==> src/rtl/cpu_pkg.sv <==
// Shared definitions for the 4-bit CPU: control-word field positions,
// the fetch/execute phase type and the control-ROM address packing helper.
package cpu_pkg;

  localparam int OPC_W       = 4;
  localparam int CW_W        = 13;
  localparam int CW_INC_PC   = 12;
  localparam int CW_LOAD_PC  = 11;
  localparam int CW_FLAGS_WE = 9;

  typedef enum logic {
    PH_FETCH = 1'b0,
    PH_EXEC  = 1'b1
  } phase_t;

  // Control-ROM address layout: opcode, carry, zero, phase (MSB to LSB).
  function automatic logic [6:0] make_decode_addr(input logic [OPC_W-1:0] opc,
                                                  input logic             c,
                                                  input logic             z,
                                                  input phase_t           ph);
    return {opc, c, z, ph};
  endfunction

endpackage

==> src/rtl/fetch_sequencer_pc_unit.sv <==
// Program counter register. Priority on an advancing cycle is
// load > increment > hold; the increment wraps modulo 2^PC_W.
module pc_unit #(
  parameter int PC_W = 12
) (
  input  logic            clk,
  input  logic            reset,
  input  logic            adv_i,
  input  logic            load_i,
  input  logic            inc_i,
  input  logic [PC_W-1:0] load_val_i,
  output logic [PC_W-1:0] pc_o
);

  logic [PC_W-1:0] pc_q;
  logic [PC_W-1:0] pc_d;

  // Next PC: a load target beats an increment; nothing moves without adv.
  always_comb begin
    pc_d = pc_q;
    if (adv_i && load_i) begin
      pc_d = load_val_i;
    end else if (adv_i && inc_i) begin
      pc_d = pc_q + PC_W'(1);
    end else begin
      pc_d = pc_q;
    end
  end

  // PC register with synchronous reset to address zero.
  always_ff @(posedge clk) begin
    if (reset) begin
      pc_q <= '0;
    end else begin
      pc_q <= pc_d;
    end
  end

  assign pc_o = pc_q;

endmodule

==> src/rtl/fetch_sequencer.sv <==
// Fetch/execute sequencer for the 4-bit CPU. Holds IR, flags, phase and the
// retired-instruction counter, drives the control-ROM address and steers the
// PC unit from the control word returned by the ROM.
module fetch_sequencer
  import cpu_pkg::*;
#(
  parameter int PC_W   = 12,
  parameter int DATA_W = 8,
  parameter int CNT_W  = 16
) (
  input  logic              clk,
  input  logic              reset,
  input  logic              enable,
  input  logic              mem_ready,
  input  logic [DATA_W-1:0] prog_byte,
  input  logic [CW_W-1:0]   ctrl_word,
  input  logic              c_in,
  input  logic              z_in,
  output logic [PC_W-1:0]   pc,
  output logic [6:0]        decode_addr,
  output logic              phase,
  output logic [3:0]        operand,
  output logic              c_flag,
  output logic              z_flag,
  output logic [CNT_W-1:0]  instr_count
);

  logic [DATA_W-1:0] ir_q,  ir_d;
  phase_t            phase_q, phase_d;
  logic              c_q,   c_d;
  logic              z_q,   z_d;
  logic [CNT_W-1:0]  cnt_q, cnt_d;

  logic              adv_s;
  logic [PC_W-1:0]   load_target_s;
  logic              unused_ctrl_bits;

  assign adv_s = enable & mem_ready;

  // Jump target: low nibble of the opcode byte followed by the second byte.
  assign load_target_s = PC_W'({ir_q[3:0], prog_byte});

  // Control-word bits outside this block's fields are intentionally ignored.
  assign unused_ctrl_bits = ^{ctrl_word[10], ctrl_word[8:0]};

  pc_unit #(
    .PC_W (PC_W)
  ) u_pc_unit (
    .clk        (clk),
    .reset      (reset),
    .adv_i      (adv_s),
    .load_i     (ctrl_word[CW_LOAD_PC]),
    .inc_i      (ctrl_word[CW_INC_PC]),
    .load_val_i (load_target_s),
    .pc_o       (pc)
  );

  // Phase sequencing: fetch latches IR, execute updates flags and retires.
  always_comb begin
    ir_d    = ir_q;
    phase_d = phase_q;
    c_d     = c_q;
    z_d     = z_q;
    cnt_d   = cnt_q;
    if (adv_s) begin
      if (phase_q == PH_FETCH) begin
        ir_d    = prog_byte;
        phase_d = PH_EXEC;
      end else begin
        phase_d = PH_FETCH;
        cnt_d   = cnt_q + CNT_W'(1);
        if (ctrl_word[CW_FLAGS_WE]) begin
          c_d = c_in;
          z_d = z_in;
        end else begin
          c_d = c_q;
          z_d = z_q;
        end
      end
    end else begin
      phase_d = phase_q;
      ir_d    = ir_q;
    end
  end

  // Sequencer state registers; reset aborts any instruction in flight.
  always_ff @(posedge clk) begin
    if (reset) begin
      ir_q    <= '0;
      phase_q <= PH_FETCH;
      c_q     <= 1'b0;
      z_q     <= 1'b0;
      cnt_q   <= '0;
    end else begin
      ir_q    <= ir_d;
      phase_q <= phase_d;
      c_q     <= c_d;
      z_q     <= z_d;
      cnt_q   <= cnt_d;
    end
  end

  assign decode_addr = make_decode_addr(ir_q[DATA_W-1 -: OPC_W], c_q, z_q, phase_q);
  assign phase       = phase_q;
  assign operand     = ir_q[3:0];
  assign c_flag      = c_q;
  assign z_flag      = z_q;
  assign instr_count = cnt_q;

endmodule

==> config.mk <==
export PLATFORM = sky130hd
export DESIGN_NAME = fetch_sequencer
export DESIGN_NICKNAME = d
export VERILOG_FILES = /design/src/rtl/cpu_pkg.sv /design/src/rtl/fetch_sequencer_pc_unit.sv /design/src/rtl/fetch_sequencer.sv
export SDC_FILE = /design/constraint.sdc
export NUM_CORES = 1
export LEC_CHECK = 0
export CORE_MARGIN = 4
export CORE_UTILIZATION = 41
export CTS_BUF_LIST = sky130_fd_sc_hd__clkbuf_8
export CTS_CLUSTER_SIZE = 30
export DETAILED_ROUTE_END_ITERATION = 6
export PLACE_DENSITY = 0.78
export RECOVER_POWER = 100
export SYNTH_ARGS = -nofsm -noshare
export SYNTH_HDL_FRONTEND = slang
export SYNTH_HIERARCHICAL = 1
export SYNTH_SLANG_ARGS = --single-unit
==> constraint.sdc <==
create_clock -name clk -period 1.6 [get_ports clk]
set_input_delay 0.16 -clock clk [delete_from_list [all_inputs] [get_ports clk]]
set_output_delay 0.16 -clock clk [all_outputs]
set_load 0.05 [all_outputs]
=== Word level (Yosys, flattened, before mapping) ===
Cells that the tools add are included.

* Bits of input ports: 27
* Word-level logic and storage cells: 19
* Flip-flop bits (word level): 39
* Output and inout bits: 42

* Add/subtract/negate cells: 2
* Bitwise operators: 2
* Muxes and demuxes: 3
* Reduce and logical (&&, ||, !) cells: 6

{| class="wikitable"
|+ Operator list
! operator !! number
|-
| 12-bit 2-to-1 mux || 2
|-
| 16-bit by 1-bit adder with 16-bit output, second input constant || 1
|-
| 12-bit by 1-bit adder with 12-bit output, second input constant || 1
|-
| 2-bit AND reduction || 2
|-
| 3-bit AND reduction || 1
|-
| 1-bit logical AND || 2
|-
| 2-bit nonzero test || 1
|-
| 1-bit AND || 1
|-
| 1-bit 2-to-1 mux || 1
|-
| 1-bit NOT || 1
|}

=== Depth between registers and ports, before layout ===
Gate-level depths: netlist of the first run.

* Depth in word-level cells: 4
* Depth in mapped cells: 8
* Depth with buffers taken out: 5

=== Modules after synthesis ===
Netlist of the first run, hierarchy kept.

{| class="wikitable"
|+ By module, submodules not included
! module !! area an instance (um2) !! times used !! cells an instance !! sequential area each (um2)
|-
| fetch_sequencer || 1,137.3 || 1 || 136 || 540.5
|-
| pc_unit || 705.7 || 1 || 84 || 240.2
|}

=== Worst setup path after synthesis of the first run ===
Ideal clock, no wire load.

* Path kind: register to register
* From: register cnt_q[0], in the netlist instr_count[0]
* To: register cnt_q[14], in the netlist instr_count[14]
* Slack: -0.496 ns
* Stages on the path, launching flop included: 6
* Data required time: 1.530 ns
* Library setup time: 0.070 ns
* Arrival time: 2.026 ns
* Path through: dfxtp_1 > ha_1 > nand4_1 > or4_4 > or3_1 > a21oi_1

* Longest elaborated chain between the ends: 1

{| class="wikitable"
|+ Ends and longest elaborated chain
! element !! line !! RTL
|-
| from (decl) || fetch_sequencer.sv:32 || <nowiki>logic [CNT_W-1:0] cnt_q, cnt_d;</nowiki>
|-
| from (signal assigned) || fetch_sequencer.sv:99 || <nowiki>cnt_q <= cnt_d;</nowiki>
|-
| 16-bit by 1-bit adder with 16-bit output || fetch_sequencer.sv:71 || <nowiki>cnt_d = cnt_q + CNT_W'(1);</nowiki>
|}

No other way between the ends.
A chain may end at the register's enable or synchronous reset.

=== Final worst setup path of the first run ===
* From: register cnt_q[7], in the netlist instr_count[7]
* To: register cnt_q[13], in the netlist instr_count[13]

The elaborated chain is that of the path after synthesis.

==> impl_summary.md, run 1 <==
Run status
The flow ran to the end, and the final reports show no timing, DRC or antenna violations.

Power and ir drop
The net switching share of the total power is 0.270. Of the total power, the clock network draws 0.373. Summed over all nets, the switching power comes to approximately 570 µW. Power spread over the standard cell area amounts to 805 nW/µm². The share of power burned in registers is 0.480.

For this design the static power due to leakage is 0.941 nW. The worst voltage drop across the vdd grid is around 0.44 mV. The design draws between 2 and 2.5 mW.

The internal power of the cells totals ~1.5 mW. The share of total power dissipated in combinational logic is 0.147.

Clock tree
Clock latency on the worst-skew pair, taken at its later pin, is 0.29 ns. The number of clock buffers added by TritonCTS is 5. No sink is reached through more buffers than the 2 on the longest clock path. The CTS tree is yes. The cell sitting at the root of the clock tree is a sky130_fd_sc_hd__clkbuf_8. The H-tree level count is 2. The hold buffer count at cts is 0.

The clock-pin slew on the worst setup and hold paths is ~0.070 ns. CTS saw 39 sinks.

Timing
The number of endpoints with negative hold slack in the final report was 0. Setup violations remaining at the end of the flow were counted as 0. Of the available clock period, the critical path in the final layout requires 0.996. For the pin with the worst max-slew slack, the measured transition is 0.617 ns. The worst slew margin relative to its limit is 0.591. The peak clock frequency supported by timing is 628 MHz. Setup repair after global routing could not meet its margin everywhere. Setup total negative slack on the finished layout was measured at 0 ns.

The number of slew-limit violations in the final report is 0. The maximum clock skew at final layout is 0.00501 ns. The time the final worst path needs with I/O delays and setup is roughly 1.6 ns.

Yosys
The Yosys warning count is 6. The average cell area after synthesis is 8.38 µm². Synthesis produced 220 cells. The number of flip-flops and latches in the synthesized netlist is 39. The xor and xnor fraction of the mapped netlist area is 0.0570. The portion of synthesized cell area occupied by the leading cell type is 0.424.

The portion of netlist area occupied by mux cells is 0.0163. Summed over all instances, the cell type with the most area after synthesis is sky130_fd_sc_hd__dfxtp_1. The main combinational cell family by area after synthesis is simple AND/OR/NAND/NOR gates. In this run the cell area of the synthesized design comes to about 1800 µm². The net count after synthesis is roughly 250.

Among all flip-flop cells after synthesis, the most frequent one is sky130_fd_sc_hd__dfxtp_1. After synthesis, the share of flip-flops with an asynchronous set or reset is 0. Sorting the synthesized cells by how often they occur yields sky130_fd_sc_hd__dfxtp_1 (39), sky130_fd_sc_hd__nor2_1 (29), sky130_fd_sc_hd__nand2_1 (27). The synthesized-area fraction occupied by and/or/nand/nor cells is 0.279. The synthesized design contains 0 enable-type register cells. The count of different cell masters after synthesis is 37.

Of the total synthesized cell area, the portion taken by full adders, half adders and majority gates is 0.0136. The synthesized-area fraction occupied by ao, oa, aoi and oai cells is 0.156. Of the synthesized area, sequential elements account for 0.424. Ranked by total cell area, the synthesized netlist is headed by sky130_fd_sc_hd__dfxtp_1 (42%), sky130_fd_sc_hd__nor2_1 (5.9%), sky130_fd_sc_hd__nand2_1 (5.5%), sky130_fd_sc_hd__a21oi_1 (4.3%), sky130_fd_sc_hd__xnor2_1 (3.8%). By instance count, the leading cell after synthesis is sky130_fd_sc_hd__dfxtp_1.

Placement
The count of input and output buffers is 58. Detailed placement ended at an HPWL of roughly 3.6 mm. Counting tap cells, the placed design contains a total of about 340 instances.

The routability congestion estimate is just under 0.9. The instance area after placement is 2610 µm².

Min path
The destination of the worst hold path is phase$_SDFFE_PP0P_. In this run the worst hold path is classified as in -> reg. The source of the worst hold timing path is enable. The worst hold path was traced through 5 stages.

Route
In the routed layout, each cell is associated on average with a via count of 5.28. The remaining design rule violation count is 0. The number of detailed-route iterations in the first pass is 4. The number of antenna-violating nets in the routed design is 0. The detailed-route wire length is 4.88 mm. The total vias in the final route is around 1,900. The initial detailed-routing violation count is between 70 and 80.

The post-detailed-route wirelength per cell is 13.7 µm.

Floorplan
For this design the top-level I/O count stands at 69. The floorplan has 24 rows. The die covers 5630 µm². The initial core utilization is 0.423. The die extent in x is 75.0 µm. The floorplan core area is 4350 µm². From bottom edge to top edge, the die measures roughly 75 µm.

Critical path
The critical path in this run is classified as reg -> reg. STA classifies the critical path endpoint as a flip-flop. The beginning of the worst register-to-register path is instr_count[7]$_SDFFE_PP0P_. The peak fanout along the critical path is 5. The worst path arrival time is 1.81 ns.

The path depth of the worst reg2reg path is 4. The startpoint type of the worst setup path is a flip-flop. The internal reg-to-reg setup slack is approximately 0.0066 ns. Data on the critical path is required at its endpoint by 1.82 ns.

The endpoint of the worst-slack reg-to-reg timing path is instr_count[13]$_SDFFE_PP0P_.

GRT
The number of antenna violations at the first check in global routing is 0. The overall global routing resource usage is 0.174. For this run the aggregate overflow at the end of global routing stands at 0.

The wire length of the first global-routing pass is 7.71 mm. Entering global routing, the biggest net connects 40 pins. The via count of the first global-routing pass is 1,705.

Finish
The repair_antennas step left the layout with diodes totalling 0. The layout-stage area growth over the synthesis result is 42.4%. The number of filler cells placed in the layout is approximately 430. The final instance count without filler cells is 356. After the last flow step, the layout net total stands at 332. The ratio of cells with drive above 1 in the final layout is 0.224.

The post-route cell area is 2620 µm².

Run
Across the run, the number of max-cap violations was 0.
==> timing repair <==
action,in CTS,in global routing
pin swaps,1,3
setup buffers,4,1
resized for setup,6,4
setup endpoints to repair,12,11
==> how the worst max path moves through the flow <==
stage | from | end | cells after the start
5_1_grt | instr_count[0]$_SDFFE_PP0P_ | instr_count[13]$_SDFFE_PP0P_ | 5
3_3_place_gp | enable | u_pc_unit/pc_o[8]$_SDFFE_PP0P_ | 6
3_5_place_dp | mem_ready | u_pc_unit/pc_o[4]$_SDFFE_PP0P_ | 7
6_report | instr_count[7]$_SDFFE_PP0P_ | instr_count[13]$_SDFFE_PP0P_ | 4
4_1_cts | mem_ready | instr_count[13]$_SDFFE_PP0P_ | 5
2_1_floorplan | instr_count[0]$_SDFFE_PP0P_ | instr_count[14]$_SDFFE_PP0P_ | 5
==> layout by cell type, fill, tap and decap left out, types with 2 or more instances in the layout <==
cell	instances
sky130_fd_sc_hd__or3_1	6
sky130_fd_sc_hd__buf_4	23
sky130_fd_sc_hd__or4_1	4
sky130_fd_sc_hd__xnor2_1	8
sky130_fd_sc_hd__nor2_1	29
sky130_fd_sc_hd__dfxtp_2	8
sky130_fd_sc_hd__a21oi_1	16
sky130_fd_sc_hd__clkdlybuf4s50_1	13
sky130_fd_sc_hd__xor2_1	4
sky130_fd_sc_hd__buf_12	2
sky130_fd_sc_hd__nor3_1	4
sky130_fd_sc_hd__nor4_1	2
sky130_fd_sc_hd__o31ai_1	4
sky130_fd_sc_hd__dfxtp_4	13
sky130_fd_sc_hd__a311oi_1	7
sky130_fd_sc_hd__nand4_1	5
sky130_fd_sc_hd__nand3_1	8
sky130_fd_sc_hd__or4_4	2
sky130_fd_sc_hd__clkbuf_1	44
sky130_fd_sc_hd__and2_1	3
sky130_fd_sc_hd__nand4_2	2
sky130_fd_sc_hd__o41a_1	2
sky130_fd_sc_hd__inv_1	10
sky130_fd_sc_hd__dlymetal6s2s_1	2
sky130_fd_sc_hd__mux2i_1	3
sky130_fd_sc_hd__nand3_4	2
sky130_fd_sc_hd__dfxtp_1	18
sky130_fd_sc_hd__o21ai_0	8
sky130_fd_sc_hd__clkbuf_8	5
sky130_fd_sc_hd__clkbuf_4	3
sky130_fd_sc_hd__nand2_1	26
==> power groups by stage <==
stage	registers [mW]	clock network (mW)	logic (mW)
after floorplan	1.13	0	0.0927
after global placement	1.04	0	0.329
after detailed placement	1.04	0	0.332
after CTS	1.01	0.812	0.340
after global routing	1.02	0.833	0.333
final	1.01	0.788	0.310
==> area by class of cell <==
class                           count  area (µm²)  area share
Timing Repair Buffer               88         566       0.216
Clock buffer                        5        68.8      0.0262
Multi-Input combinational cell    160        1010       0.385
Tap cell                           52        65.1      0.0248
Inverter                            9        36.3      0.0138
Clock inverter                      3        37.5      0.0143
Sequential cell                    39         840       0.320
==> critical path: stages, from the launching register on <==
cell and delay, ns:
sky130_fd_sc_hd__dfxtp_4 0.39, sky130_fd_sc_hd__nand4_4 0.12, sky130_fd_sc_hd__or4_4 0.58, sky130_fd_sc_hd__or3_1 0.32, sky130_fd_sc_hd__a21oi_1 0.12
==> registers in the layout (all words and copies together), names as in the netlist <==
signal,cells
c_flag,1
instr_count,16
ir_q,8
phase,1
u_pc_unit/pc_o,12
z_flag,1
==> through the flow <==
stage,utilization,hold WS [ns],setup slack [ns]
floorplan,-,0.237,-0.134
global placement,0.599,0.444,-0.325
detailed placement,0.599,0.448,-0.409
CTS,0.637,0.433,-0.00745
global route,0.603,0.462,-0.0640
finish,0.603,0.443,0.00660
==> cell families after synthesis <==
logic type	Yosys count
AOI/OAI and AO/OA	43
xor gates and xnor gates	12
adders and majority gates	2
buffers and inverters	21
DFF	39
muxes	3
and+or+nand+nor	100
==> per-layer routing <==
layer | share of wire | global-route usage | wire (µm) | vias to the layer above
met2 | 0.50 | 0.300 | 2440 | 38
met1 | 0.45 | 0.220 | 2180 | 885
met4 | 0.0033 | 0.0415 | 16 | 0
met3 | 0.049 | 0.0401 | 238 | 3
met5 | 0 | 0 | 0 | -
li1 | - | - | - | 955
No activity file was read; power rests on OpenSTA's default activity.
==> run 2: changes to the inputs <==
Settings changed: GPL_TIMING_DRIVEN set to 0.
==> run 2 against run 1 <==
Compared with the run above:
- the flow now finishes with violations (setup timing)
- setup slack got worse by 0.045 ns
- fmax fell by 2.7%
- total power rose by 3.3%
- critical endpoint is now instr_count[14]$_SDFFE_PP0P_
==> impl_summary.md, run 2 (synthesis gave the netlist of run 1 again) <==
Min path
The type of the worst min-delay path is in -> reg.

Clock tree
The number of sinks driven by the clock tree is 39 (unchanged). TritonCTS built the clock tree. The insertion delay to the later sink of the worst-skew pair is 0.29 ns (about the same). The clock-pin slew on the worst setup and hold paths is 0.08 ns (about the same). In this run the clock root is driven by a sky130_fd_sc_hd__clkbuf_8.

The maximum clock path buffer count is 2 (unchanged). The H-tree level count is 2 (unchanged). The TritonCTS buffer count is 5 (unchanged). The hold buffer count at cts is 0 (unchanged).

Timing
The final count of negative-setup-slack endpoints is 2 (+2). Setup repair after global routing could not meet its margin everywhere. The least setup slack across all paths after layout is -0.0382 ns (-0.0448 ns). The number of slew-limit violations in the final report is 0 (unchanged). The slew of the pin with the lowest slew margin is 0.602 ns (-0.0148 ns).

The time the final worst path needs with I/O delays and setup is 1.64 ns (+0.0448 ns). The peak clock frequency supported by timing is 610 MHz (-2.7%). The final worst-path cycle share came to 1.02 (+0.0280). The worst slew margin relative to its limit is 0.601 (+0.00983). The maximum clock skew at final layout was 0.00460 ns (-0.000407 ns). The number of endpoints with negative hold slack in the final report is 0 (unchanged).

Finish
The final-stage net count is 324 (-2.4%). Compared with the post-synthesis result, the final layout area differs by 47.8%. The final instance count without filler cells was 348 (-2.2%). The library cell used most frequently in the layout, excluding fill and tap cells, is sky130_fd_sc_hd__dlygate4sd2_1. The flip-flop count of the largest register, all copies and words added was 16 (unchanged). The post-layout utilization of the core is 0.626 (+0.0230).

The ratio of cells with drive above 1 in the final layout is 0.176 (-0.0480). The number of filler cells placed in the layout is 390 (-8.9%). The number of antenna diodes is 0 (unchanged). The top cell types in the final layout, fill and taps aside, are sky130_fd_sc_hd__dlygate4sd2_1 (41), sky130_fd_sc_hd__nor2_1 (29), sky130_fd_sc_hd__nand2_1 (27).

Placement
The count of input and output buffers was 58 (unchanged). The routability congestion estimate is 0.786 (-11%). The total instance count after detailed placement is 330 (-3.8%). The post-DP HPWL was 3.49 mm (-2.2%).

Floorplan
The die extent in x is 75.0 µm (unchanged). The die outline area is 5630 µm² (unchanged). The cell row count was 24 (unchanged). The floorplan core area is 4350 µm² (unchanged). The I/O pin count is 69 (unchanged). The die extent in y is 75.0 µm (unchanged).

The initial core utilization is 0.423 (unchanged).

Route
The via count normalized by instance count is 5.32 (+0.67%). The routed length on met1 came to 2.18 mm (-0.18%). The initial detailed-routing violation count is 167 (+130%).

The highest metal layer used by the detailed router is met4. The remaining design rule violation count came to 0 (unchanged). The total length of routed met2 wires is 2.22 mm (-9.3%). The number of detailed-route iterations in the first pass is 4 (unchanged). The detailed-route wire length is 4.78 mm (-2.1%). The number of antenna-violating nets in the routed design was 0 (unchanged). The post-detailed-route wirelength per cell is 13.7 µm (+0.14%).

The amount of wire on met3 after detailed routing was 327 µm (+37%). The total vias in the final route was 1,851 (-1.6%).

GRT
The maximum number of pins on one net before global-route repair is 13 (-68%). The total grt overflow is 0 (unchanged). The via count of the first global-routing pass came to 1,689 (-0.94%). The overall global routing resource usage is 0.176 (+0.00154). The number of antenna violations at the first check in global routing was 0 (unchanged).

The wire length of the first global-routing pass was 7.65 mm (-0.80%).

Critical path
The standard cell with the maximum stage delay on the critical path is sky130_fd_sc_hd__or4_4. The cell family contributing the most delay on the critical path is simple AND/OR/NAND/NOR gates. The worst path buffer plus inverter count is 0 (unchanged). The startpoint type of the worst setup path is a flip-flop.

The peak fanout along the critical path is 5 (unchanged). The worst path arrival time is 1.86 ns (+0.05 ns). The type of the worst setup path is reg -> reg. The required time reported for the critical path endpoint is 1.82 ns (about the same). Traced cell by cell, the critical path runs through ha_4, nand4_1, or4_4, or3_1, a21oi_1. The endpoint type of the worst setup path is a flip-flop. The largest incremental delay on the critical path came to 0.46 ns (-0.12 ns).

Run status
The run finished, with violations left. The final reports fail on setup timing.

Power and ir drop
The clock group share of total power is 0.393 (+0.020). The leakage power figure was 1.14 nW (+22%). The combinational share of power came to 0.143 (-0.004). The share of power burned in registers is 0.464 (-0.016).

The switching power came to 586 µW (+2.8%). The total design power is 2.18 mW (+3.3%). The worst voltage drop across the vdd grid is 0.546 mV (+24%). The net switching share of the total power is 0.269 (-0.00110). The total power divided by cell area is 800 nW/µm² (-0.54%).

The internal cell power is 1.59 mW (+3.4%).

Run
The max capacitance violation total is 0 (unchanged).
[run 2: changes by cell type in the layout (fill, tap and decap cells not counted), sizes merged, moves of 2 or more]
cell,change
dlygate4sd2,+41
clkbuf,-34
buf,-14
clkdlybuf4s50,+2
dlymetal6s2s,-2
inv,-2
[run 2: stage by stage]
stage	setup WS (ns)	setup TNS (ns)	hold slack, ns	instance area [µm²]
2_1_floorplan	-0.134	-0.194	0.237	1920
3_3_place_gp	-0.564	-8.24	0.445	2570
3_5_place_dp	-0.583	-9.49	0.450	2570
4_1_cts	-0.0351	-0.0879	0.449	2690
5_1_grt	-0.107	-0.572	0.459	2720
6_report	-0.0382	-0.0537	0.429	2720
[run 2: power groups by stage]
stage	logic, mW	registers, mW	clock network [mW]
floorplan	0.0927	1.13	0
global placement	0.316	1.04	0
detailed placement	0.320	1.04	0
CTS	0.306	1.01	0.869
global route	0.332	1.02	0.901
finish	0.312	1.01	0.857
[run 2: routing by layer]
layer	track usage	up-vias
met5	0	-
met4	0.0573	0
met3	0.0561	5
met2	0.277	50
met1	0.228	861
li1	-	935
[run 2: worst register-to-register path: stages (launching register included)]
cell and delay (ns):
sky130_fd_sc_hd__dfxtp_4 0.38, sky130_fd_sc_hd__ha_4 0.13, sky130_fd_sc_hd__nand4_1 0.11, sky130_fd_sc_hd__or4_4 0.46
sky130_fd_sc_hd__or3_1 0.35, sky130_fd_sc_hd__a21oi_1 0.14
[run 2: worst paths after layout]
path                                                   from                      endpoint  slack (ns)  cells after the start
worst min-delay path                                 enable            phase$_SDFFE_PP0P_        0.43                      4
worst max-delay path            instr_count[0]$_SDFFE_PP0P_  instr_count[14]$_SDFFE_PP0P_       -0.04                      5
worst max register to register  instr_count[0]$_SDFFE_PP0P_  instr_count[14]$_SDFFE_PP0P_       -0.04                      5
worst min register to register         ir_q[7]$_SDFFE_PP0P_          ir_q[7]$_SDFFE_PP0P_        0.46                      2
[run 2: timing repair]
| action | 4_1_cts | 5_1_grt |
|---|---|---|
| setup endpoints to repair | 54 | 12 |
| pin swaps | 3 | 4 |
| buffers inserted | 4 | 6 |
| resized for setup | 45 | 7 |
| cloned | 0 | 0 |
[run 2: layout make-up]
class                   count  area, µm²  share of cell area
clock buffers               6       82.6              0.0303
repair buffers             68        594               0.218
plain buffers              12       63.8              0.0234
multi-input cells         160       1020               0.375
clock inverters             2       35.0              0.0129
well taps                  52       65.1              0.0239
flip-flops and latches     39        828               0.304
inverters                   9       33.8              0.0124
==> run 3: changes to the inputs <==
Settings changed: CORE_MARGIN 4 to 8, CORE_UTILIZATION 41 to 45, PLACE_DENSITY 0.78 to 0.81.
Clock period 1.6 ns to 1.7 ns, I/O delays scaled along.
==> run 3 against run 2 <==
Compared with the run above:
- sequential share of layout area rose by 1.0 points
- the run now ends clean
- utilization rose by 4.0 points
- sequential cell count is the same
- die area is 14% higher
- cell count decreased by 2.6%
- worst hold slack better by 0.025 ns
- setup slack improved by 0.054 ns
- wire length increased by 11%
- global-route usage decreased by 1.1 points
- fmax shrank 2.7%
- total power is 15% lower
- combinational power shrank 4%
==> impl_summary.md, run 3 (synthesis gave the netlist of run 1 again) <==
Floorplan
The floorplan core area came to 3970 µm² (-8.8%). The die outline area is 6400 µm² (+14%). The cell row count came to 23 (-4.2%). The I/O pin count came to 69 (unchanged). The die extent in y is 80.0 µm (+6.6%).

The initial core utilization came to 0.464 (+0.0408). The die extent in x is 80.0 µm (+6.6%).

Clock tree
The hold buffer count at cts came to 0 (unchanged). The number of sinks driven by the clock tree is 39 (unchanged). The maximum clock path buffer count is 2 (unchanged). The clock-pin slew on the worst setup and hold paths came to 0.07 ns (about the same).

The master cell of the clock root buffer is sky130_fd_sc_hd__clkbuf_8. The TritonCTS buffer count was 5 (unchanged). TritonCTS built the clock tree. The insertion delay to the later sink of the worst-skew pair is 0.29 ns (about the same). The H-tree level count is 2 (unchanged).

Timing
The maximum clock skew at final layout is 0.00496 ns (+0.000360 ns). The number of slew-limit violations in the final report was 0 (unchanged). The worst slew margin relative to its limit is 0.576 (-0.0247).

The time the final worst path needs with I/O delays and setup is 1.68 ns (+0.0459 ns). The peak clock frequency supported by timing is 594 MHz (-2.7%). The slew of the pin with the lowest slew margin is 0.639 ns (+0.0372 ns). The final count of negative-setup-slack endpoints was 0 (-2). Setup repair after global routing could not meet its margin everywhere. The number of endpoints with negative hold slack in the final report was 0 (unchanged). The final worst-path cycle share came to 0.991 (-0.0333).

GRT
The number of antenna violations at the first check in global routing was 0 (unchanged). The via count of the first global-routing pass is 1,763 (+4.4%). The maximum number of pins on one net before global-route repair is 12 (-1). The overall global routing resource usage is 0.165 (-0.0111). The wire length of the first global-routing pass came to 8.40 mm (+9.7%). The total grt overflow was 0 (unchanged).

Finish
The post-route cell area is 2640 µm² (-3.0%). Relative to the synthesized area, the layout overhead comes to 43.4%. Leaving out fill and tap cells, the most frequent cell in the layout is sky130_fd_sc_hd__clkdlybuf4s50_1. The flip-flop count of the largest register, all copies and words added is 16 (unchanged).

The ratio of cells with drive above 1 in the final layout came to 0.159 (-0.0165). The final-stage net count is 317 (-2.2%). The number of filler cells placed in the layout is 363 (-6.9%). The number of antenna diodes is 0 (unchanged). Leaving out fill and tap cells, the most frequent cells in the layout are sky130_fd_sc_hd__clkdlybuf4s50_1 (37), sky130_fd_sc_hd__nor2_1 (29), sky130_fd_sc_hd__nand2_1 (27).

Critical path
The peak fanout along the critical path was 7 (+2). The worst path arrival time was 1.91 ns (+0.05 ns). The standard cell with the maximum stage delay on the critical path is sky130_fd_sc_hd__or4_4. STA classifies the critical path startpoint as a flip-flop. The largest incremental delay on the critical path is 0.58 ns (+0.12 ns). The signal on the critical path passes through nand4_1, or4_4, or3_1, a21oi_1.

The worst setup path is captured at a flip-flop. The required time reported for the critical path endpoint is 1.93 ns (+0.11 ns). The type of the worst setup path is reg -> reg.

Placement
The count of input and output buffers was 58 (unchanged). The post-DP HPWL is 3.83 mm (+9.8%). The routability congestion estimate was 0.839 (+6.7%). The instance area after placement is 2540 µm² (-0.93%).

Power and ir drop
The leakage power figure is 1.01 nW (-11%). The total design power is 1.85 mW (-15%). The worst voltage drop across the vdd grid is 0.483 mV (-11%). The total power divided by cell area was 699 nW/µm² (-13%).

Route
The initial detailed-routing violation count is 132 (-21%). The via count normalized by instance count is 5.53 (+3.9%). The total vias in the final route came to 1,873 (+1.2%). The detailed-route wire length is 5.29 mm (+11%). The number of detailed-route iterations in the first pass came to 4 (unchanged). The remaining design rule violation count is 0 (unchanged). The number of antenna-violating nets in the routed design is 0 (unchanged). The post-detailed-route wirelength per cell is 15.6 µm (+14%).

Min path
The type of the worst min-delay path is in -> reg.

Run
The max capacitance violation total was 0 (unchanged).

Run status
The flow ran to the end, and the final reports show no timing, DRC or antenna violations.
run 3: cell types whose count changed in the layout (fill, tap and decap cells not counted), sizes merged:
| cell | before | now |
|---|---|---|
| dlygate4sd3 | 0 | 1 |
| buf | 11 | 10 |
| bufinv | 1 | 0 |
| inv | 9 | 10 |
| clkinv | 1 | 2 |
| clkbuf | 18 | 17 |
| dlygate4sd2 | 41 | 7 |
| clkdlybuf4s50 | 15 | 37 |
| dlymetal6s2s | 0 | 5 |
run 3: metrics by stage:
step	setup TNS (ns)	hold WS, ns	utilization	cells	setup slack, ns
floorplan	-0.0486	0.247	-	220	-0.0486
global placement	-4.96	0.444	0.641	328	-0.423
detailed placement	-5.72	0.448	0.641	328	-0.474
CTS	0	0.452	0.665	337	0.00262
global route	-0.0880	0.458	0.665	339	-0.0485
finish	0	0.454	0.665	339	0.0160
run 3: where the power goes:
group	leakage, nW	internal, mW	total, mW	switching (mW)
logic	0.641	0.109	0.300	0.191
registers	0.329	0.928	0.959	0.0308
clock network	0.0444	0.274	0.588	0.314
total	1.01	1.31	1.85	0.536
run 3: final timing paths:
kind / startpoint / to / slack, ns / cells after the start
worst min-delay path: mem_ready / phase$_SDFFE_PP0P_ / 0.45 / 4
worst max register to register: phase$_SDFFE_PP0P_ / instr_count[15]$_SDFFE_PP0P_ / 0.02 / 4
worst max-delay path: phase$_SDFFE_PP0P_ / instr_count[15]$_SDFFE_PP0P_ / 0.02 / 4
worst min register to register: ir_q[7]$_SDFFE_PP0P_ / ir_q[7]$_SDFFE_PP0P_ / 0.46 / 2
run 3: what timing repair did:
| action | 4_1_cts | 5_1_grt |
|---|---|---|
| pin swaps | 2 | 5 |
| setup endpoints to repair | 19 | 17 |
| buffers inserted | 1 | 2 |
| gates resized for setup | 11 | 16 |
run 3: worst max-delay path, delay by kind of cell (launching register included):
kind | cells | cell delay, ns
AND/OR/NAND/NOR | 3 | 1.11
flip-flops | 1 | 0.38
AO/OA/AOI/OAI | 1 | 0.13
run 3: layout make-up:
cell class	instances	area, µm²	share of cell area
clock buffers	5	68.8	0.0260
well taps	50	62.6	0.0237
flip-flops and latches	39	831	0.314
multi-input cells	160	1000	0.380
inverters	9	33.8	0.0128
plain buffers	12	67.6	0.0256
repair buffers	61	563	0.213
clock inverters	3	11.3	0.00426
run 3: per-layer routing:
metal / global-route usage / vias to the layer above / wire length [µm]
met4: 0.0618 / 0 / 74
met3: 0.0642 / 7 / 420
met1: 0.204 / 884 / 2270
li1: - / 923 / -
met2: 0.251 / 59 / 2520
met5: 0 / - / 0
==> variant 1: new RTL, settings of run 1 <==
`ir_q` no longer has a reset.
--- a/src/rtl/fetch_sequencer.sv
+++ b/src/rtl/fetch_sequencer.sv
@@ -88,3 +88,2 @@
     if (reset) begin
-      ir_q    <= '0;
       phase_q <= PH_FETCH;
@@ -94,3 +93,2 @@
     end else begin
-      ir_q    <= ir_d;
       phase_q <= phase_d;
@@ -100,2 +98,6 @@
     end
+  end
+
+  always_ff @(posedge clk) begin
+    ir_q <= ir_d;
   end
Function: changed (a bounded check fails within 4 cycles, from zero or initial values and one cycle with reset high).
==> variant 1 against run 1 <==
Combinational power fell by 5%. Area after synthesis down 1.0%. Critical path type is now in2reg. First-iteration DRC count up 16%. Sequential power up 4%. Clock power rose by 23%. Worst setup slack improved by 49 ps. Sequential cell count is the same. Utilization grew 2.2 points. Design area is 1.4% lower. Total power is 9.6% higher. Routed wire length fell by 11%.
==> variant 1: results (changes against run 1) <==
* **r2r endpoint** instr_count[12], was instr_count[13]
* **result of the run** completed, unchanged
* **share of the yosys chip area belonging to registers** 47.2%, was 42.4%
* **critical register-to-register path startpoint** instr_count[0], was instr_count[7]
* **adder and majority gate portion of the synthesized area** 1.37%, was 1.36%
* **register-to-register path setup slack** 80 ps, was 7 ps
* **nets@finish** 297, was 332
* **depth of the most critical reg-to-reg path** 5, was 4
* **worst clock skew** 5.89 ps, was 5.01 ps
* **Max IR drop VDD** 663 uV, was 439 uV
* **Max stage delay cell, worst path** clkdlybuf4s50_1, was or4_4
* **arrival time worst endpoint** 1780 ps, was 1810 ps
* **post-placement cell count** 311, was 343
* **compound-gate portion of the synthesized area** 14.7%, was 15.6%
* **post-CTS setup buffer count** 0, was 4
* **via count of the routed design** 1681, was 1881
* **CP max FO** 8, was 5
* **fraction of final layout cells sized beyond drive strength 1** 27.9%, was 22.4%
* **met2 routing resource usage after global routing** 29.2%, was 30.0%
* **tightest hold margin** 421 ps, was 443 ps
* **Detailed Route WL** 4.34 mm, was 4.88 mm
* **met3 usage** 6.01%, was 4.01%
* **portion of netlist area occupied by mux cells** 1.23%, was 1.63%
* **xor/xnor share of the synthesized area** 4.80%, was 5.70%
* **worst hold stages** 3, was 5
* **maximum number of pins on one net before global-route repair** 19, was 40
* **routability congestion estimate** 0.747, was 0.881
* **number of global-route vias before repair** 1634, was 1705
* **met1 layer usage reported by global route** 18.5%, was 22.0%
* **count of non-filler cells in the finished layout** 319, was 356
* **CP peak stage delay** 480 ps, was 580 ps
* **estimated wirelength of the detail-placed design** 3.22 mm, was 3.57 mm
-- variant 1: changes by cell type in the layout (fill, tap and decap cells not counted), sizes merged, moves of 6 or more --
cell and delta:
edfxtp +8, clkbuf -14, dfxtp -8, nand2 -11
clkdlybuf4s50 -6, dlygate4sd3 +7
-- variant 1: area by class of cell --
class	instances	area, sq um
Clock buffer	5	68.8
Sequential cell	39	922
Tap cell	50	62.6
Inverter	8	30.0
Multi-Input combinational cell	138	946
Fill cell	409	1560
Clock inverter	3	67.6
Timing Repair Buffer	76	489
-- variant 1: metrics by stage --
step	power, W	util, %
2_1_floorplan	0.00125	-
3_3_place_gp	0.00138	61.0
3_5_place_dp	0.00138	61.0
4_1_cts	0.00236	64.5
5_1_grt	0.00241	62.4
6_report	0.00231	62.4
-- variant 1: worst max-delay path by stage --
| stage | end | startpoint | slack [ps] | cells after the start |
|---|---|---|---|---|
| 2_1_floorplan | instr_count[12] | instr_count[1] | -10 | 5 |
| 3_3_place_gp | u_pc_unit/pc_o[8] | enable | -270 | 6 |
| 3_5_place_dp | u_pc_unit/pc_o[3] | enable | -380 | 7 |
| 4_1_cts | u_pc_unit/pc_o[7] | enable | 1 | 6 |
| 5_1_grt | u_pc_unit/pc_o[3] | mem_ready | -2 | 7 |
| 6_report | instr_count[12] | mem_ready | 60 | 6 |
-- variant 1: power breakdown --
part	internal [W]	switching (W)
Combinational	0.0000990	0.000195
Clock	0.000622	0.000347
Sequential	0.00102	0.0000346
Total	0.00174	0.000576
-- variant 1: routing by layer --
layer  part of all wire, %  up-vias  routed length [microns]
met2                    48       57                     2060
li1                      -      861                        -
met5                     0        -                        0
met4                   2.0        0                       88
met1                    42      753                     1810
met3                   8.7       10                      377
-- variant 1: repair_timing --
action                     CTS  global route
resized for setup            2             7
pin swaps                    0             4
setup endpoints to repair    6            11
-- variant 1: worst reg2reg max path, cell delays in order, from the launching register on --
cell	delay, ps
dfxtp_4	390
ha_4	150
nand4_4	100
or3_4	350
or3_1	350
a21oi_1	140
-- variant 1: cells by family after synthesis --
family          Yosys count
buf+inv                  19
simple gates             85
xor+xnor                 10
mux                       2
fa+ha+maj                 2
flops                    39
compound gates           39
==> variant 2: new RTL, flow settings as in run 1 <==
Without the edit above. `PC_W` is set to 12 in 2 places; all go to 18.
--- a/src/rtl/fetch_sequencer_pc_unit.sv
+++ b/src/rtl/fetch_sequencer_pc_unit.sv
@@ -3,3 +3,3 @@
 module pc_unit #(
-  parameter int PC_W = 12
+  parameter int PC_W = 18
 ) (
--- a/src/rtl/fetch_sequencer.sv
+++ b/src/rtl/fetch_sequencer.sv
@@ -6,3 +6,3 @@
 #(
-  parameter int PC_W   = 12,
+  parameter int PC_W   = 18,
   parameter int DATA_W = 8,
Interface: changed (resized pc); port bits go from 69 to 75. The function was not compared with the original's and may differ.
==> variant 2 against run 1 <==
Routed wire length increased by 22%. Clock power decreased by 8.8%. Highest routed layer unchanged. Hold slack gained 1.0 ps. Worst setup slack worse by 130 ps. Sequential cell count grew 6. Critical endpoint is now u_pc_unit/pc_o[15]. The flow now finishes with violations (negative setup slack). Design area is 21% higher. Utilization increased by 2.2 points. Total power rose by 7.6%. Area after synthesis up 16%. Final cell count rose by 24%.
==> variant 2: results (changes against run 1) <==
* **Max IR drop VDD** 603 uV, was 439 uV
* **combined global-route utilization of all metal layers** 18.2%, was 17.4%
* **estimated wirelength of the detail-placed design** 4.38 mm, was 3.57 mm
* **worst setup slack before clock tree synthesis** -601 ps, was -409 ps
* **depth of the most critical reg-to-reg path** 5, was 4
* **worst hold stages** 3, was 5
* **Post-synth top cells** dfxtp_1 (45), nor2_1 (38), nand2_1 (31), was dfxtp_1 (39), nor2_1 (29), nand2_1 (27)
* **Hold Path Origin** prog_byte[0], was enable
* **flip-flop count of the largest register, all copies and words added** 18, was 16
* **Yosys cell types** 38, was 37
* **maximum number of pins on one net before global-route repair** 46, was 40
* **Setup-failing EPs final** 9, was 0
* **met1 layer usage reported by global route** 21.3%, was 22.0%
* **violated checks** negative setup slack
* **area post-placement** 3140 sq um, was 2610 sq um
* **xor/xnor share of the synthesized area** 7.38%, was 5.70%
* **post-CTS setup buffer count** 3, was 4
* **via count of the routed design** 2261, was 1881
* **number of I/O port buffers** 64, was 58
* **post-placement cell count** 429, was 343
* **setup_tns** -521 ps, was 0 ps
* **portion of netlist area occupied by mux cells** 1.41%, was 1.63%
* **wire length of the first global-routing pass** 9.34 mm, was 7.71 mm
* **routability congestion estimate** 0.856, was 0.881
* **result of the run** finished with violations, was completed
* **Detail Route met2 WL** 3.15 mm, was 2.44 mm
* **final setup slack of the worst path** -120 ps, was 6.60 ps
* **post-cts resize count** 7, was 6
* **adder and majority gate portion of the synthesized area** 1.17%, was 1.36%
* **total leakage power** 1.15 nW, was 0.941 nW
* **number of design-rule violations left by the first detailed-router iteration** 94, was 73
[variant 2: final cells by class]
| type | count | area share, % |
|---|---|---|
| sequential | 45 | 30.9 |
| inverter | 11 | 1.30 |
| tap | 70 | 2.76 |
| multi-input combinational | 197 | 38.7 |
| clock buffer | 5 | 2.17 |
| timing repair buffer | 112 | 23.4 |
| clock inverter | 3 | 0.789 |
[variant 2: cell families (layout without fill, tap and decap cells)]
logic type      after synthesis  after routing
simple gates                120            120
compound gates               48             48
flops                        45             45
buf+inv                      25            131
xor+xnor                     18             18
mux                           3              3
fa+ha+maj                     2              2
other cells                   1              6
[variant 2: report_power, final]
group / internal [W] / switching, W / total, W
sequential: 0.00113 / 0.0000289 / 0.00116
clock: 0.000315 / 0.000403 / 0.000719
combinational: 0.000137 / 0.000257 / 0.000394
total: 0.00158 / 0.000689 / 0.00227
[variant 2: worst reg2reg max path: cells and delay by family, from the launching register on]
kind | cells | cell delay (ps)
simple gates | 3 | 930
buf+inv | 1 | 160
flops | 1 | 350
compound gates | 1 | 210
